--- src/rtl/pwm_fade_pkg.sv ---
// rtl/pwm_fade_pkg.sv - shared state encoding and default width for the PWM fade controller
package pwm_fade_pkg;

    localparam int PWM_FADE_BW = 8;

    typedef enum logic [2:0] {
        ST_IDLE      = 3'd0,
        ST_RAMP_UP   = 3'd1,
        ST_HOLD_HIGH = 3'd2,
        ST_RAMP_DOWN = 3'd3,
        ST_HOLD_LOW  = 3'd4
    } fade_state_t;

endpackage

--- src/rtl/pwm_fade_timer.sv ---
// rtl/pwm_fade_timer.sv - PWM period counter with end-of-period tick
module pwm_fade_timer
    import pwm_fade_pkg::*;
#(
    parameter int BW = PWM_FADE_BW
) (
    input  logic          clk_i,
    input  logic          rst_i,
    input  logic          clear,
    input  logic [BW-1:0] period,
    output logic [BW-1:0] pcnt,
    output logic          periodTick
);

    // Tick marks the last cycle of each period; suppressed while held clear.
    assign periodTick = !clear && (pcnt == period);

    // Count 0..period and wrap; clear pins the counter at zero.
    always_ff @(posedge clk_i) begin
        if (rst_i || clear) begin
            pcnt <= '0;
        end else if (pcnt == period) begin
            pcnt <= '0;
        end else begin
            pcnt <= pcnt + 1'b1;
        end
    end

endmodule

--- src/rtl/pwm_fade_ctrl.sv ---
// rtl/pwm_fade_ctrl.sv - breathing PWM fade FSM; optional gamma map via PWM_FADE_GAMMA_EN
module pwm_fade_ctrl
    import pwm_fade_pkg::*;
#(
    parameter int BW = PWM_FADE_BW
) (
    input  logic          clk_i,
    input  logic          rst_i,
    input  logic          enable_i,
    input  logic [BW-1:0] periodCnt_i,
    input  logic [BW-1:0] step_i,
    input  logic [BW-1:0] ticksPerStep_i,
    input  logic [BW-1:0] holdPeriods_i,
    output logic [BW-1:0] onCnt_o,
    output logic          pwm_o,
    output logic [2:0]    state_o,
    output logic          cycleDone_o
);

    localparam logic [BW-1:0] LEVEL_MAX = '1;

    fade_state_t   state_q, state_d;
    logic [BW-1:0] period_q, step_q, tps_q, hold_q;
    logic [BW-1:0] level_q, level_d;
    logic [BW-1:0] div_q, div_d;
    logic [BW-1:0] hcnt_q, hcnt_d;
    logic          cycle_done_d;
    logic          start;
    logic [BW-1:0] pcnt;
    logic          period_tick;
    logic          timer_clear;
    logic          step_evt;
    logic [BW-1:0] step_eff;
    logic [BW:0]   up_sum;
    logic          up_sat, down_sat;
    logic [BW-1:0] level_up, level_down;

    // Brightness-to-duty mapping; the squaring path only exists in gamma builds.
    function automatic logic [BW-1:0] map_level(input logic [BW-1:0] lvl);
`ifdef PWM_FADE_GAMMA_EN
        logic [2*BW-1:0] sq;
        sq = {{BW{1'b0}}, lvl} * {{BW{1'b0}}, lvl};
        if (lvl == LEVEL_MAX) begin
            return LEVEL_MAX;
        end
        return sq[2*BW-1:BW];
`else
        return lvl;
`endif
    endfunction

    // Timer restarts from zero whenever the sequence is idle or being aborted.
    assign timer_clear = (state_q == ST_IDLE) || !enable_i;

    pwm_fade_timer #(.BW(BW)) u_timer (
        .clk_i      (clk_i),
        .rst_i      (rst_i),
        .clear      (timer_clear),
        .period     (period_q),
        .pcnt       (pcnt),
        .periodTick (period_tick)
    );

    assign step_eff   = (step_q == '0) ? BW'(1) : step_q;
    assign up_sum     = {1'b0, level_q} + {1'b0, step_eff};
    assign up_sat     = up_sum >= {1'b0, LEVEL_MAX};
    assign level_up   = up_sat ? LEVEL_MAX : up_sum[BW-1:0];
    assign down_sat   = step_eff >= level_q;
    assign level_down = down_sat ? '0 : level_q - step_eff;
    assign step_evt   = period_tick && (div_q == tps_q);

    assign pwm_o   = pcnt < onCnt_o;
    assign state_o = state_q;

    // Next-state, level, step divider and hold counter.
    always_comb begin
        state_d      = state_q;
        level_d      = level_q;
        div_d        = div_q;
        hcnt_d       = hcnt_q;
        cycle_done_d = 1'b0;
        start        = 1'b0;
        case (state_q)
            ST_IDLE: begin
                level_d = '0;
                div_d   = '0;
                hcnt_d  = '0;
                if (enable_i) begin
                    state_d = ST_RAMP_UP;
                    start   = 1'b1;
                end
            end
            ST_RAMP_UP: begin
                hcnt_d = '0;
                if (period_tick) begin
                    div_d = step_evt ? '0 : div_q + 1'b1;
                end
                if (step_evt) begin
                    level_d = level_up;
                    if (up_sat) begin
                        state_d = ST_HOLD_HIGH;
                    end
                end
            end
            ST_HOLD_HIGH, ST_HOLD_LOW: begin
                div_d = '0;
                if (period_tick) begin
                    if (hcnt_q == hold_q) begin
                        hcnt_d = '0;
                        if (state_q == ST_HOLD_HIGH) begin
                            state_d = ST_RAMP_DOWN;
                        end else begin
                            state_d      = ST_RAMP_UP;
                            cycle_done_d = 1'b1;
                        end
                    end else begin
                        hcnt_d = hcnt_q + 1'b1;
                    end
                end
            end
            ST_RAMP_DOWN: begin
                hcnt_d = '0;
                if (period_tick) begin
                    div_d = step_evt ? '0 : div_q + 1'b1;
                end
                if (step_evt) begin
                    level_d = level_down;
                    if (down_sat) begin
                        state_d = ST_HOLD_LOW;
                    end
                end
            end
            default: begin
                state_d = ST_IDLE;
                level_d = '0;
                div_d   = '0;
                hcnt_d  = '0;
            end
        endcase
        if (state_q != ST_IDLE && !enable_i) begin
            state_d      = ST_IDLE;
            level_d      = '0;
            div_d        = '0;
            hcnt_d       = '0;
            cycle_done_d = 1'b0;
        end
    end

    // State and counters register.
    always_ff @(posedge clk_i) begin
        if (rst_i) begin
            state_q     <= ST_IDLE;
            level_q     <= '0;
            div_q       <= '0;
            hcnt_q      <= '0;
            cycleDone_o <= 1'b0;
        end else begin
            state_q     <= state_d;
            level_q     <= level_d;
            div_q       <= div_d;
            hcnt_q      <= hcnt_d;
            cycleDone_o <= cycle_done_d;
        end
    end

    // Configuration is captured only when leaving IDLE.
    always_ff @(posedge clk_i) begin
        if (rst_i) begin
            period_q <= '0;
            step_q   <= '0;
            tps_q    <= '0;
            hold_q   <= '0;
        end else if (start) begin
            period_q <= periodCnt_i;
            step_q   <= step_i;
            tps_q    <= ticksPerStep_i;
            hold_q   <= holdPeriods_i;
        end
    end

    // Duty compare value changes only at period end so each PWM period is whole.
    always_ff @(posedge clk_i) begin
        if (rst_i || state_d == ST_IDLE) begin
            onCnt_o <= '0;
        end else if (period_tick) begin
            onCnt_o <= map_level(level_d);
        end
    end

endmodule
--- config.mk ---
export PLATFORM = sky130hd
export DESIGN_NAME = pwm_fade_ctrl
export DESIGN_NICKNAME = d
export VERILOG_FILES = /design/src/rtl/pwm_fade_pkg.sv /design/src/rtl/pwm_fade_timer.sv /design/src/rtl/pwm_fade_ctrl.sv
export SDC_FILE = /design/constraint.sdc
export NUM_CORES = 1
export LEC_CHECK = 0
export BUFFER_PORTS_ARGS = -buffer_cell sky130_fd_sc_hd__buf_2
export CAP_MARGIN = 5
export CORE_MARGIN = 3
export CORE_UTILIZATION = 45
export DETAILED_ROUTE_END_ITERATION = 10
export SLEW_MARGIN = 20
export SYNTH_ARGS = -nofsm -noshare
export SYNTH_HDL_FRONTEND = slang
export SYNTH_SLANG_ARGS = --single-unit
--- constraint.sdc ---
create_clock -name clk_i -period 5.4 [get_ports clk_i]
set_input_delay 0.27 -clock clk_i [delete_from_list [all_inputs] [get_ports clk_i]]
set_output_delay 0.27 -clock clk_i [all_outputs]
set_load 0.01 [all_outputs]
==> results.py, run 1 <==
metrics = {
    "run_status": {
        "status": "finished, final reports clean",
    },
    "placement": {
        "dp_slack_ps": 2270,
        "gp_congestion": 0.939,
        "dp_hpwl_um": 8140,
        "numPortBuffers": 47,
    },
    "finish": {
        "regArea_sq_um": 1520,
        "multiInputGateArea_sq_um": 2780,
        "fill_cells": 976,
        "area_delta_synth_final_pct": 9.41,
        "finalNetCount": 656,
        "diodes": 0,
        "layout-drive-gt1-share_pct": 12.7,
    },
    "clock_network": {
        "clk_pin_slew_ps": 80,
        "tritoncts": "done",
        "h-tree-depth": 3,
        "clk_latency_ps": 350,
        "cts_setup_buffers": 0,
        "cts-hold-fix-buffers": 0,
        "numCtsBuffers": 9,
        "cts.sinks": 76,
        "cts.path.max_buffers": 2,
        "cts-resized-gates": 0,
        "clockRootBuffer": "clkbuf_8",
    },
    "sta": {
        "slew_headroom_pct": 51.3,
        "setup_slack_ps": 2270,
        "slew_viol_final": 0,
        "min_period_over_period_pct": 58.0,
        "fin_tns_setup_ps": 0,
        "final_hold_viol_count": 0,
        "worst_pin_slew_ps": 730,
        "rsz0062_at_grt": "false",
        "clock.fmax_ghz": 0.319,
        "fin_skew_ps": 14.3,
        "period_needed_ps": 3130,
        "setup_violations": 0,
    },
    "logic_synthesis": {
        "async_reset_ff_share_pct": 0,
        "syn_area_sq_um": 4520,
        "synth_edf_count": 0,
        "seq_area_frac_synth_pct": 33.6,
        "synthCells": 563,
        "syn_nets": 627,
        "ys_types": 67,
        "avgSynthCellArea_sq_um": 8.03,
        "synth_seq_cells": 76,
        "synth-main-ff-cell": "dfxtp_1",
        "synth_warnings": 0,
    },
    "detailed_routing": {
        "drtIter0Drc": 185,
        "routed_wl_um": 10700,
        "top_layer": "met4",
        "vias": 3953,
        "first_pass_iters": 5,
        "ant_nets": 0,
        "drcViolationCount": 0,
        "met3_length_um": 558,
        "via_per_inst": 5.44,
        "m1WireLength_um": 5170,
        "wl_per_cell_um": 14.8,
        "wl_met2_um": 4880,
    },
    "power": {
        "power_density_nw_per_um2": 236,
        "combinationalPowerShare_pct": 16.6,
        "power_frac_seq_pct": 50.9,
        "intPower_mw": 0.827,
        "p_leak_nw": 1.99,
        "p_sw_share_pct": 29.3,
        "ir_drop_mv": 0.138,
        "p_clk_share_pct": 32.5,
        "p_sw_mw": 0.343,
    },
    "global_route": {
        "grt_max_degree": 37,
        "antenna_found_initial": 0,
        "grt_usage_pct": 19.7,
        "grt_first_pass_wirelength_um": 18000,
        "grt_pass1_vias": 3677,
        "grt_overflow": 0,
    },
    "setup_path": {
        "worstSetupPathType": "reg2reg",
        "timing.critical_path.to": "onCnt_o[1]",
        "critPathCaptureType": "register",
        "crit_arrival_ps": 3360,
        "cp-start-kind": "register",
        "rrSetupSlack_ps": 2270,
        "r2r_start": "step_q[4]",
        "r2r_end": "onCnt_o[1]",
        "cp-startpoint": "step_q[4]",
        "crit_path_max_fanout": 8,
        "r2r_cells": 13,
        "worstPathRequired_ps": 5630,
    },
    "worst_hold_path": {
        "hold_class": "in2reg",
    },
    "flow_run": {
        "cap_violations": 0,
    },
    "floorplan": {
        "fp.dieArea_sq_um": 11300,
        "die_x_um": 106,
        "core_area_sq_um": 9500,
        "initial_core_util_pct": 47.6,
        "rows": 35,
        "pin_count": 48,
        "die-height_um": 106,
    },
}
-- area by class of cell --
type                    instances  share of cell area (%)
inverters                      21                    1.59
clock inverters                 5                   0.733
multi-input cells             437                    56.3
clock buffers                  11                    2.65
flip-flops and latches         76                    30.7
well taps                     129                    3.26
repair buffers                 47                    4.75
-- placed cells by master, fill, tap and decap left out, types with 11 or more instances in the layout --
cell	synthesis	final
a21oi_1	56	56
buf_2	6	47
dfxtp_1	76	76
ha_1	27	27
inv_1	20	20
nand2_1	91	90
nand3_1	18	18
nor2_1	56	56
o21ai_0	11	11
xnor2_1	18	18
xor2_1	35	35
-- kinds of logic after synthesis --
group / count (synthesis) / share of synthesized area (%)
compound gates: 125 / 18.7
xor+xnor: 53 / 10.3
fa+ha+maj: 29 / 8.35
buf+inv: 50 / 4.90
flops: 76 / 33.6
simple gates: 230 / 24.1
-- worst min path at each step --
stage,startpoint,to,slack (ps),cells past startpoint
finish,periodCnt_i[1],period_q[1],150,3
global placement,hold_q[7],hold_q[7],460,2
detailed placement,tps_q[2],tps_q[2],460,2
global route,periodCnt_i[1],period_q[1],120,3
floorplan,step_i[0],step_q[0],410,2
CTS,periodCnt_i[0],period_q[0],130,3
-- synth_stat cells, drive strengths merged, types with 5 or more instances --
cell type	n	share of area, %
o21ai	14	1.5
nor3	6	0.66
nand4	6	0.83
xnor2	18	3.5
buf	10	1.6
clkbuf	19	1.6
dfxtp	76	34
a21o	9	1.5
and3	8	1.1
xor2	35	6.8
nand2	92	7.7
nand3	18	2.0
nor4	8	1.4
a21oi	56	6.2
inv	21	1.7
nand2b	8	1.1
ha	27	7.5
a311oi	5	1.1
nor2b	7	0.97
nor2	56	4.6
-- metal layers --
layer / global-route usage [%] / vias to the layer above
met3: 3.46 / 11
met2: 31.6 / 94
met4: 4.90 / 0
li1: - / 2001
met1: 27.4 / 1847
met5: 0 / -
-- through the flow --
step | utilization [%] | std cells | total power [mW] | hold WS (ps) | cell area, sq um
after floorplan | - | 563 | 0.754 | 406 | 4520
after global placement | 50.3 | 710 | 0.801 | 458 | 4780
after detailed placement | 50.3 | 710 | 0.802 | 459 | 4780
after CTS | 52.0 | 726 | 1.19 | 130 | 4940
after global routing | 52.1 | 726 | 1.24 | 123 | 4950
final | 52.1 | 726 | 1.17 | 149 | 4950
-- worst max-delay path: stages (launching register included) --
cell      delay, ps
dfxtp_1         340
nor4_1          290
a41o_1          240
ha_1            170
inv_1            60
fa_1            420
a211oi_1        270
o21ai_0         140
nand3_1         160
a31oi_2         220
a222oi_1        400
nand3b_1        130
o211ai_1        100
a21oi_1          80
-- sequential cells by signal, indices dropped and copies added (netlist names) --
signal / cells
cycleDone_o: 1
div_q: 8
hcnt_q: 8
hold_q: 8
level_q: 8
onCnt_o: 8
period_q: 8
state_o: 3
step_q: 8
tps_q: 8
u_timer.pcnt: 8
-- power by group through the flow --
stage                     clock network [mW]  logic (mW)  registers, mW
after global placement                     0       0.193          0.607
after detailed placement                   0       0.194          0.608
after CTS                              0.396       0.195          0.595
after floorplan                            0       0.153          0.601
final                                  0.380       0.195          0.595
after global routing                   0.421       0.218          0.598
Note: power is estimated with default switching activity, not from simulation.
==> run 2, diff against run 1 <==
ABC_AREA = 1   (was not set)
PLACE_DENSITY = 0.66   (was not set)
clock period = 2.8 ns   (was 5.4 ns; I/O delays follow)
==> run 2 against run 1 <==
  * The run now ends with setup timing left
  * Fmax rose by 11%
  * Via count increased by 17%
  * Synthesized cell count increased by 29%
  * Cell area up 14%
  * Largest power group unchanged
==> results.py, run 2 <==
metrics = {
    "setup_path": {
        "cp_slowest_cell": "fa_2",
        "crit_path_frequent_cell": "nand2_2",
        "r2r_end": "onCnt_o[0]",
        "critPathMaxStageDelay_ps": 390,
        "worstPathRequired_ps": 3030,
        "rrSetupSlack_ps": -30,
        "worstSetupPathType": "reg2reg",
        "path_buf_inv": 4,
        "crit_family": "simple AND/OR/NAND/NOR gates",
        "crit_arrival_ps": 3050,
        "r2r_cells": 19,
        "crit_chain": "inv_2 -> nand4_1 -> o41ai_4 -> ha_2 -> inv_2 -> fa_2 -> nand2_2 -> nand2_2 -> nand3_2 -> nand2_2 -> nand2_2 -> inv_2 -> nor2_4 -> nor2_4 -> nor2_4 -> o21ai_4 -> buf_6 -> o21ai_4 -> nor2_1",
        "cp-start-kind": "register",
        "crit_path_max_fanout": 6,
        "critPathCaptureType": "register",
        "r2r_start": "step_q[1]",
    },
    "global_route": {
        "grt_overflow": 0,
        "grt_first_pass_wirelength_um": 19500,
        "antenna_found_initial": 0,
        "grt_usage_pct": 20.3,
        "grt_pass1_vias": 4268,
        "grt_max_degree": 48,
    },
    "detailed_routing": {
        "routed_wl_um": 11900,
        "via_per_inst": 5.03,
        "ant_nets": 0,
        "first_pass_iters": 5,
        "wl_per_cell_um": 12.9,
        "vias": 4637,
        "drcViolationCount": 0,
        "drtIter0Drc": 274,
    },
    "power": {
        "p_leak_nw": 2.56,
        "power_density_nw_per_um2": 444,
        "intPower_mw": 1.75,
        "p_sw_share_pct": 30.0,
        "power_frac_seq_pct": 46.3,
        "ir_drop_mv": 0.332,
        "power.total_mw": 2.49,
        "p_sw_mw": 0.748,
        "combinationalPowerShare_pct": 18.6,
        "p_clk_share_pct": 35.1,
    },
    "clock_network": {
        "numCtsBuffers": 9,
        "clk_latency_ps": 340,
        "cts.path.max_buffers": 2,
        "clk_pin_slew_ps": 90,
        "h-tree-depth": 3,
        "cts-hold-fix-buffers": 0,
        "clockRootBuffer": "clkbuf_8",
        "cts.sinks": 76,
        "tritoncts": "done",
    },
    "placement": {
        "gp_congestion": 0.946,
        "dp_hpwl_um": 8910,
        "placedCellCount": 893,
        "numPortBuffers": 47,
        "dp_slack_ps": -112,
    },
    "logic_synthesis": {
        "synth_warnings": 0,
        "syn_area_sq_um": 4770,
        "async_reset_ff_share_pct": 0,
        "synth_edf_count": 0,
        "synth_top_area_cell": "dfxtp_1",
        "ys_types": 42,
        "synthTopCellsByCount": "200 x nand2_1, 104 x nor2_1, 101 x inv_1",
        "synth_seq_cells": 76,
        "synth.most_common_cell": "nand2_1",
        "avgSynthCellArea_sq_um": 6.57,
        "synthCells": 726,
        "synthTopCellsByArea": "dfxtp_1 32%, nand2_1 16%, nor2_1 8.2%",
        "syn_nets": 790,
        "synthDominantCellAreaShare_pct": 31.9,
        "synth-main-ff-cell": "dfxtp_1",
        "seq_area_frac_synth_pct": 31.9,
    },
    "run_status": {
        "status": "finished with violations",
        "failed_checks": "setup timing",
    },
    "sta": {
        "worst_pin_slew_ps": 547,
        "slew_viol_final": 0,
        "setup_violations": 5,
        "period_needed_ps": 2830,
        "min_period_over_period_pct": 101,
        "setup_slack_ps": -27.9,
        "clock.fmax_ghz": 0.354,
        "rsz0062_at_grt": "true",
        "final_hold_viol_count": 0,
        "slew_headroom_pct": 63.3,
        "fin_skew_ps": 10.7,
        "fin_tns_setup_ps": -74.4,
    },
    "finish": {
        "diodes": 0,
        "final_common_cell": "nand2_1",
        "layout_common_cells": "189 x nand2_1, 99 x nor2_1, 95 x inv_1",
        "finalNetCount": 848,
        "layout-drive-gt1-share_pct": 19.8,
        "area_delta_synth_final_pct": 17.9,
        "layoutNonFillerInstCount": 922,
    },
    "worst_hold_path": {
        "whs_path_depth": 3,
        "hold_class": "in2reg",
        "hold_path_end": "tps_q[5]",
        "min_from": "ticksPerStep_i[5]",
    },
    "floorplan": {
        "core_area_sq_um": 10000,
        "fp.dieArea_sq_um": 11900,
        "initial_core_util_pct": 47.5,
        "die_x_um": 109,
        "rows": 36,
        "pin_count": 48,
        "die-height_um": 109,
    },
    "flow_run": {
        "cap_violations": 0,
    },
}
[run 2: cell count changes in the layout (fill, tap and decap cells not counted), sizes merged, moves of 23 or more]
cell,previous run,this run
inv,23,109
a21oi,56,29
nand2,92,202
a211oi,3,28
buf,47,70
nor2,56,111
nand3,18,46
[run 2: power by group through the flow]
stage	clock [mW]	sequential, mW	combinational [mW]
floorplan	0	1.17	0.299
global placement	0	1.17	0.395
detailed placement	0	1.18	0.399
CTS	0.898	1.15	0.409
global route	0.938	1.16	0.522
finish	0.876	1.15	0.464
[run 2: layer usage]
layer	wire length [um]	up-vias	track usage [%]
li1	-	2408	-
met1	5700	2076	28.6
met2	5320	136	31.8
met3	728	17	3.26
met4	159	0	5.86
met5	0	-	0
[run 2: area by class of cell]
type,count,area [sq um]
Clock inverter,6,72.6
Inverter,109,409
Tap cell,133,166
Multi-Input combinational cell,518,2900
Fill cell,946,4420
Timing Repair Buffer,70,412
Sequential cell,76,1530
Clock buffer,10,138
[run 2: what timing repair did]
| item | CTS | global route |
|---|---|---|
| pin swaps | 4 | 32 |
| setup endpoints to repair | 8 | 17 |
| resized for setup | 8 | 42 |
| setup buffers | 0 | 13 |
[run 2: per-stage QoR]
stage,area [sq um],hold WS [ps],util [%]
after floorplan,4770,309,-
after global placement,5140,422,51.2
after detailed placement,5140,426,51.2
after CTS,5390,57.4,53.6
after global routing,5620,64.2,56.0
final,5620,64.4,56.0
[run 2: worst reg2reg max path: stages (launching register included)]
cell and delay (ps):
dfxtp_2 350, inv_2 50, nand4_1 140, o41ai_4 270
ha_2 240, inv_2 40, fa_2 390, nand2_2 80
nand2_2 60, nand3_2 80, nand2_2 50, nand2_2 70
inv_2 50, nor2_4 130, nor2_4 90, nor2_4 130
o21ai_4 80, buf_6 120, o21ai_4 200, nor2_1 70
[run 2: how the worst max path moves through the flow]
stage	end	depth (start not counted)	slack (ps)	from
after global routing	onCnt_o[0]	19	-200	step_q[4]
after detailed placement	onCnt_o[0]	18	-110	step_q[1]
after global placement	onCnt_o[7]	18	40	step_q[1]
after floorplan	onCnt_o[0]	18	160	step_q[1]
after CTS	onCnt_o[0]	18	10	step_q[4]
final	onCnt_o[0]	19	-30	step_q[1]
[run 2: cell families (layout without fill, tap and decap cells)]
family                   Yosys count  in the layout  synth area share, %
AO/OA/AOI/OAI                     83             83                 11.5
XOR/XNOR                          15             15                 2.76
adder cells (fa/ha/maj)           29             29                 7.92
buffers and inverters            132            195                 10.9
flip-flops                        76             76                 31.9
AND/OR/NAND/NOR                  391            391                 35.0
